`src/rtl/seq_div_pkg.sv`:
```
// Shared types and constants for the sequential restoring divider.
package seq_div_pkg;

    typedef enum logic [1:0] {
        IDLE = 2'd0,
        CALC = 2'd1,
        DONE = 2'd2
    } state_e;

    localparam int DW_DEF = 16;
    localparam int VW_DEF = 8;
    localparam int CNT_W  = $clog2(DW_DEF);

    // Wide all-ones patterns; users slice them to their own widths.
    localparam logic [63:0] DIV0_QUOT = '1;
    localparam logic [63:0] DIV0_REM  = '1;

    function automatic int cnt_width(input int dw);
        return (dw > 1) ? $clog2(dw) : 1;
    endfunction

endpackage

```
`src/rtl/seq_div_step.sv`:
```
// One restoring-division iteration: shift in the next dividend bit, compare, subtract.
module seq_div_step #(
    parameter int VW = 8
) (
    input  logic [VW-1:0] r,
    input  logic          dividend_bit,
    input  logic [VW-1:0] divisor,
    output logic [VW-1:0] r_next,
    output logic          q_bit
);

    logic [VW:0] r_shift;

    // The extra top bit keeps the compare exact when r' reaches 2*divisor-1.
    always_comb begin
        r_shift = {r, dividend_bit};
        q_bit   = (r_shift >= {1'b0, divisor});
        r_next  = q_bit ? VW'(r_shift - {1'b0, divisor}) : r_shift[VW-1:0];
    end

endmodule

```
`src/rtl/seq_div.sv`:
```
// Sequential restoring divider: DW-bit dividend / VW-bit divisor, one quotient bit per cycle.
module seq_div
    import seq_div_pkg::*;
#(
    parameter int DW = DW_DEF,
    parameter int VW = VW_DEF
) (
    input  logic          clk,
    input  logic          rst,
    input  logic          in_valid,
    output logic          in_ready,
    input  logic [DW-1:0] dividend,
    input  logic [VW-1:0] divisor,
    output logic          out_valid,
    input  logic          out_ready,
    output logic [DW-1:0] quotient,
    output logic [VW-1:0] remainder,
    output logic          div_zero
);

    localparam int CW = cnt_width(DW);

    state_e        state_q, state_d;
    logic [DW-1:0] q_q, q_d;
    logic [VW-1:0] r_q, r_d;
    logic [VW-1:0] dvs_q, dvs_d;
    logic [CW-1:0] cnt_q, cnt_d;
    logic          dz_q, dz_d;

    logic [VW-1:0] step_r;
    logic          step_bit;

    seq_div_step #(.VW(VW)) u_step (
        .r            (r_q),
        .dividend_bit (q_q[DW-1]),
        .divisor      (dvs_q),
        .r_next       (step_r),
        .q_bit        (step_bit)
    );

    // Handshake: a transfer happens on a rising edge where valid and ready are both 1;
    // valid never depends on ready, and the producer holds its data until the transfer.
    always_comb begin
        state_d   = state_q;
        q_d       = q_q;
        r_d       = r_q;
        dvs_d     = dvs_q;
        cnt_d     = cnt_q;
        dz_d      = dz_q;
        in_ready  = (state_q == IDLE);
        out_valid = (state_q == DONE);

        case (state_q)
            IDLE: begin
                if (in_valid) begin
                    if (divisor != '0) begin
                        q_d     = dividend;
                        r_d     = '0;
                        dvs_d   = divisor;
                        cnt_d   = '0;
                        dz_d    = 1'b0;
                        state_d = CALC;
                    end else begin
                        q_d     = DIV0_QUOT[DW-1:0];
                        r_d     = DIV0_REM[VW-1:0];
                        dz_d    = 1'b1;
                        state_d = DONE;
                    end
                end
            end
            // The dividend shifts out of q_q's MSB while quotient bits enter its LSB.
            CALC: begin
                q_d = {q_q[DW-2:0], step_bit};
                r_d = step_r;
                if (cnt_q == CW'(DW - 1)) begin
                    state_d = DONE;
                end else begin
                    cnt_d = cnt_q + 1'b1;
                end
            end
            DONE: begin
                if (out_ready) begin
                    state_d = IDLE;
                end
            end
            default: state_d = IDLE;
        endcase
    end

    always_ff @(posedge clk) begin
        if (rst) begin
            state_q <= IDLE;
            q_q     <= '0;
            r_q     <= '0;
            dvs_q   <= '0;
            cnt_q   <= '0;
            dz_q    <= 1'b0;
        end else begin
            state_q <= state_d;
            q_q     <= q_d;
            r_q     <= r_d;
            dvs_q   <= dvs_d;
            cnt_q   <= cnt_d;
            dz_q    <= dz_d;
        end
    end

    assign quotient  = q_q;
    assign remainder = r_q;
    assign div_zero  = dz_q;

endmodule

```
`config.mk`:
```
export PLATFORM = sky130hd
export DESIGN_NAME = seq_div
export DESIGN_NICKNAME = d
export VERILOG_FILES = /design/src/rtl/seq_div_pkg.sv /design/src/rtl/seq_div_step.sv /design/src/rtl/seq_div.sv
export SDC_FILE = /design/constraint.sdc
export NUM_CORES = 1
export LEC_CHECK = 0
export CORE_ASPECT_RATIO = 0.8
export CORE_UTILIZATION = 44
export CTS_CLUSTER_SIZE = 40
export DETAILED_ROUTE_END_ITERATION = 7
export PLACE_DENSITY_LB_ADDON = 0.15
export SYNTH_ARGS = -nofsm -noshare
export SYNTH_HDL_FRONTEND = slang
export SYNTH_SLANG_ARGS = --single-unit
```
`constraint.sdc`:
```
create_clock -name clk -period 6.22 [get_ports clk]
set_clock_uncertainty 0.1 [all_clocks]
set_input_delay 1.244 -clock clk [delete_from_list [all_inputs] [get_ports clk]]
set_output_delay 1.244 -clock clk [all_outputs]
set_load 0.005 [all_outputs]
```
---- After elaboration in Yosys (flattened, before gate mapping) ----
Index checks and enable logic that the tools add are counted.
storage, ports and cells
  output and inout port bits .............. 27
  logic and storage cells ................. 42
  register bits ........................... 39
  bits of input ports ..................... 28
cells by class
  muxes and demuxes ....................... 17
  $add $sub $neg .......................... 2
  reductions and logical operators ........ 8
  equality and inequality tests ........... 8
  order comparisons ....................... 1
operators with widths
  operator                                                number
  two-way mux 16 bit                                      2
  one-hot mux 16 bit (2 select lines)                     1
  two-way mux 8 bit                                       3
  one-hot mux 8 bit (2 select lines)                      1
  two-way mux 4 bit                                       3
  greater-or-equal comparator 9 x 8 -> 1 bit              1
  two-way mux 2 bit                                       4
  one-hot mux 4 bit (2 select lines)                      1
  nonzero test 8 bit                                      1
  subtractor 8 bit                                        1
  inequality test 2 bit (second input constant)           3
  one-hot mux 2 bit (3 select lines)                      1
  AND reduction 3 bit                                     2
  adder 4 x 1 -> 4 bit (second input constant)            1
  equality test 4 bit (second input constant)             1
  inequality test 2 x 1 -> 1 bit (second input constant)  2
  AND reduction 2 bit                                     2
  AND reduction 4 bit                                     1
  equality test 2 x 1 -> 1 bit (second input constant)    1
  equality test 2 bit (second input constant)             1
  zero test 2 bit                                         1
  nonzero test 2 bit                                      1
  two-way mux 1 bit                                       1

---- Depth between registers and ports, before layout ----
  depth after elaboration ................. 4
  mapped depth ............................ 8
  mapped depth without buffers ............ 8

---- Cells and area by module ----
Synthesis repeated with hierarchy kept, for this count alone.
second synthesis, totals
  cell total of the unflattened synthesis .. 273
  area total of the unflattened synthesis .. 2,388.5 um^2
modules (own cells, without submodules)
  module        cells each  instances  area an instance (um^2)  seq. area each (um^2)
  seq_div       204         1          1,868.0                  780.7
  seq_div_step  69          1          520.5                    0.0

---- Least setup slack after synthesis ----
OpenSTA, ideal clock, no wires.
  path type ............................... input to register
  from .................................... input port divisor[0]
  to ...................................... register cnt_q[2]
  stages on the path ...................... 5
  buffers on the path ..................... 0
  setup slack ............................. 3,835 ps
  library setup time ...................... 70 ps
  data arrival time ....................... 2,214 ps
  data required time ...................... 6,050 ps
  cells stage by stage .................... nor4_4 nand2_4 o32ai_2 o21ai_1 a21oi_1
on the way
  cells in the longest elaborated chain, start to end .. 3
RTL lines
  element                                   RTL line        source
  start, declared                           seq_div.sv:13   input logic [VW-1:0] divisor,
  nonzero test 8 bit                        seq_div.sv:56   if (divisor != '0) begin
  inequality test 2 x 1 -> 1 bit (no line)  --
  AND reduction 4 bit (no line)             --
  end signal, assigned                      seq_div.sv:103  cnt_q <= cnt_d;
  end, declared                             seq_div.sv:27   logic [CW-1:0] cnt_q, cnt_d;
Every way passes these cells.
A chain may end at the register's enable or synchronous reset.

---- Worst setup path after layout ----
  from .................................... input port divisor[0]
  to ...................................... register r_q[6], in the netlist remainder[6]
on the way
  cells in the longest elaborated chain, start to end .. 4
RTL lines
  element                             RTL line        source
  nonzero test 8 bit                  seq_div.sv:56
  two-way mux 8 bit                   seq_div.sv:56
  two-way mux 8 bit                   seq_div.sv:55   if (in_valid) begin
  one-hot mux 8 bit (2 select lines)  seq_div.sv:53   case (state_q)
  end signal, assigned                seq_div.sv:101  r_q <= r_d;
  end, declared                       seq_div.sv:25   logic [VW-1:0] r_q, r_d;
Every way passes these cells. The select of a mux whose other input is x is not followed.

==> impl_metrics.tcl <==
set metrics [dict create \
    status "finished, violations left" \
    failed_checks "DRC" \
    grt_first_pass_wirelength_mm 10.4 \
    leak_pwr_nw 1.07 \
    min_period_ns 2.98 \
    area_delta_synth_final_pct 25.2 \
    synthesized_area_per_cell_um2 8.49 \
    synth_enable_flop_cells 0 \
    via_count_of_the_first_global_routing_pass 2056 \
    cts-root-buf "sky130_fd_sc_hd__clkbuf_8" \
    finalPower_uw 824 \
    synth_top_cell_area_share_pct 32.3 \
    rsz0062_at_grt "no" \
    ys_seq_area_share_pct 32.3 \
    fmax_mhz 336 \
    number_of_standard_cell_rows_in_the_floorplan 23 \
    groute.usage.overall_pct 23.3 \
    ys_dominant_reg_cell "sky130_fd_sc_hd__dfxtp_1" \
    netlist_instances 285 \
    grt_overflow_total 0 \
    number_of_antenna_violations_at_the_first_check_in_global_routing 0 \
    synthDominantAreaCellType "sky130_fd_sc_hd__dfxtp_1" \
    cts_buffers 5 \
    wl_per_cell_um 16.3 \
    gp_routability_congestion 0.825 \
    grt_start_max_net_pins 42 \
    core_mm2 0.00515 \
    ioPinCount 55 \
    detailed_place_hpwl_mm 4.53 \
    power_per_cell_area_mw_per_mm2 272 \
    setup.worst_path.start_class "input port" \
    numPortBuffers 54 \
    final_antenna_net_count 0 \
    cts_buffer_depth 2 \
    ys_top_cells_by_count "sky130_fd_sc_hd__nand2_1, sky130_fd_sc_hd__dfxtp_1, sky130_fd_sc_hd__nor2_1" \
    maximum_resistive_drop_on_vdd_uv 114 \
    initial_core_utilization_pct 47.0 \
    setup_ws_ns 3.24 \
    firstDrtPassIters 7 \
    cp.required_ns 6.34 \
    path_clk_slew_ns 0.07 \
    instances_no_fill 392 \
    htree_levels 2 \
    path_class "in2reg" \
    final_min_period_over_clock_period_pct 47.9 \
    worstHoldPathCells 2 \
    cp_data_arrival_time_ns 3.10 \
    finalHoldViolCount 0 \
    finalMaxSlewViolations 0 \
    drt_drc_violations_left 5 \
    asyncSetResetFlopFracSynth_pct 0 \
    drt-vias-per-instance 5.76 \
    ys_seq_elements 39 \
    synth_warnings 0 \
    syn_area_mm2 0.00242 \
    detailedPlace.worstSlack_ns 3.01 \
    vias 2256 \
    clk_latency_ns 0.29 \
    cells_taking_the_most_area_after_synthesis "sky130_fd_sc_hd__dfxtp_1, sky130_fd_sc_hd__nand2_1, sky130_fd_sc_hd__o221ai_2, sky130_fd_sc_hd__a21oi_1, sky130_fd_sc_hd__ha_1" \
    post_route_cells_drive_above_1_share_pct 10.6 \
    setup_violation_total_in_the_final_timing_report 0 \
    post_cts_resized 0 \
    slew_headroom_pct 22.0 \
    numClockSinks 39 \
    tightest_slew_ns 1.17 \
    yosysMostFrequentCell "sky130_fd_sc_hd__nand2_1" \
    die_x_um 84.9 \
    timing.reg2reg.worst_path_depth 5 \
    die_area_mm2 0.00580 \
    dieHeight_um 68.3 \
    synth.lib_cells_used.distinct 62 \
    layout.nets 368 \
    critical_path.max_fanout 8 \
    maxCapViolations 0 \
    antennaDiodeCount 0 \
    setup-tns-final_ns 0 \
    holdCritPathClass "reg2reg" \
    finalWirelength_mm 6.40 \
    cts_tree "done" \
    drt_iter0_drc 168 \
    synthesis.nets 323 \
    cts.repair_timing.setup_buffer_count 0 \
    cts_hold_buffers 0 \
    critical_path_capture_point_type "flop" \
    dpl.cell_count 385 \
]
-- routing by layer --
metal  global-route usage (%)  wire length (um)  share of wire [%]  up-vias
met1                     35.2              3290                 51     1051
met3                     5.19               368                5.7        5
li1                         -                 -                  -     1128
met5                        0                 0                  0        -
met4                     4.45                35               0.55        0
met2                     33.7              2710                 42       72
-- area by class of cell --
class / count / area [um2]
clock inverter: 1 / 5.00
timing repair buffer: 57 / 563
fill: 479 / 2120
sequential: 39 / 781
clock buffer: 6 / 82.6
tap: 62 / 77.6
multi-input combinational: 216 / 1480
inverter: 11 / 41.3
-- kinds of logic after synthesis --
logic type	after synthesis	share of synthesized area, %
adders and majority gates	10	5.48
DFF	39	32.3
buffers and inverters	30	6.62
and+or+nand+nor	116	24.9
xor gates and xnor gates	2	0.724
AOI/OAI and AO/OA	87	29.5
muxes	1	0.414
-- worst paths after layout --
check                     startpoint                        end  slack, ns
min reg2reg    dvs_q[5]$_SDFFE_PP0P_      dvs_q[5]$_SDFFE_PP0P_       0.36
max                       divisor[0]  remainder[6]$_SDFFE_PP0P_       3.24
min            dvs_q[5]$_SDFFE_PP0P_      dvs_q[5]$_SDFFE_PP0P_       0.36
max reg2reg  state_q[0]$_SDFFE_PP0P_      cnt_q[2]$_SDFFE_PP0P_       3.78
-- cell usage in the layout (no fill, tap or decap), types with 2 or more instances in the layout --
| cell type | count |
|---|---|
| sky130_fd_sc_hd__nor3b_1 | 2 |
| sky130_fd_sc_hd__clkdlybuf4s50_1 | 54 |
| sky130_fd_sc_hd__o21a_1 | 2 |
| sky130_fd_sc_hd__xnor2_1 | 2 |
| sky130_fd_sc_hd__a21oi_1 | 26 |
| sky130_fd_sc_hd__a211oi_1 | 3 |
| sky130_fd_sc_hd__dfxtp_1 | 39 |
| sky130_fd_sc_hd__o221ai_2 | 10 |
| sky130_fd_sc_hd__o221ai_1 | 5 |
| sky130_fd_sc_hd__nor2_1 | 29 |
| sky130_fd_sc_hd__a32oi_1 | 3 |
| sky130_fd_sc_hd__and2_1 | 4 |
| sky130_fd_sc_hd__nand4_1 | 5 |
| sky130_fd_sc_hd__o21ai_0 | 5 |
| sky130_fd_sc_hd__nor2b_1 | 4 |
| sky130_fd_sc_hd__ha_1 | 9 |
| sky130_fd_sc_hd__inv_1 | 11 |
| sky130_fd_sc_hd__nor4_4 | 2 |
| sky130_fd_sc_hd__nor3_1 | 6 |
| sky130_fd_sc_hd__o211ai_1 | 5 |
| sky130_fd_sc_hd__nand3b_1 | 3 |
| sky130_fd_sc_hd__a21o_1 | 3 |
| sky130_fd_sc_hd__o21ai_1 | 5 |
| sky130_fd_sc_hd__nand3_1 | 3 |
| sky130_fd_sc_hd__clkbuf_8 | 6 |
| sky130_fd_sc_hd__nand2b_1 | 5 |
| sky130_fd_sc_hd__nand2_1 | 43 |
| sky130_fd_sc_hd__buf_4 | 3 |
-- worst max-delay path, cell delays in order --
cell and delay, ns:
sky130_fd_sc_hd__clkdlybuf4s50_1 0.46, sky130_fd_sc_hd__nor4_4 0.44, sky130_fd_sc_hd__nand2_4 0.14, sky130_fd_sc_hd__o21ai_1 0.55, sky130_fd_sc_hd__a32oi_1 0.15, sky130_fd_sc_hd__o21ai_1 0.11
-- per-stage QoR --
stage | util [%] | hold WS (ns) | cell area [um2]
floorplan | - | 0.336 | 2420
global placement | 57.1 | 0.343 | 2940
detailed placement | 57.1 | 0.357 | 2940
CTS | 58.8 | 0.367 | 3030
global route | 58.8 | 0.383 | 3030
finish | 58.8 | 0.362 | 3030
-- sequential cells by signal, summed over array words and instances, names as in the netlist --
register and cells:
cnt_q 4, dvs_q 8, div_zero 1, remainder 8, quotient 16, state_q 2
-- where the power goes --
group	internal, mW	leakage (nW)	total [mW]	switching [mW]
clock network	0.0871	0.0470	0.174	0.0869
registers	0.277	0.321	0.304	0.0271
logic	0.160	0.707	0.347	0.187
total	0.523	1.07	0.824	0.301
No activity file was read; power rests on OpenSTA's default activity.
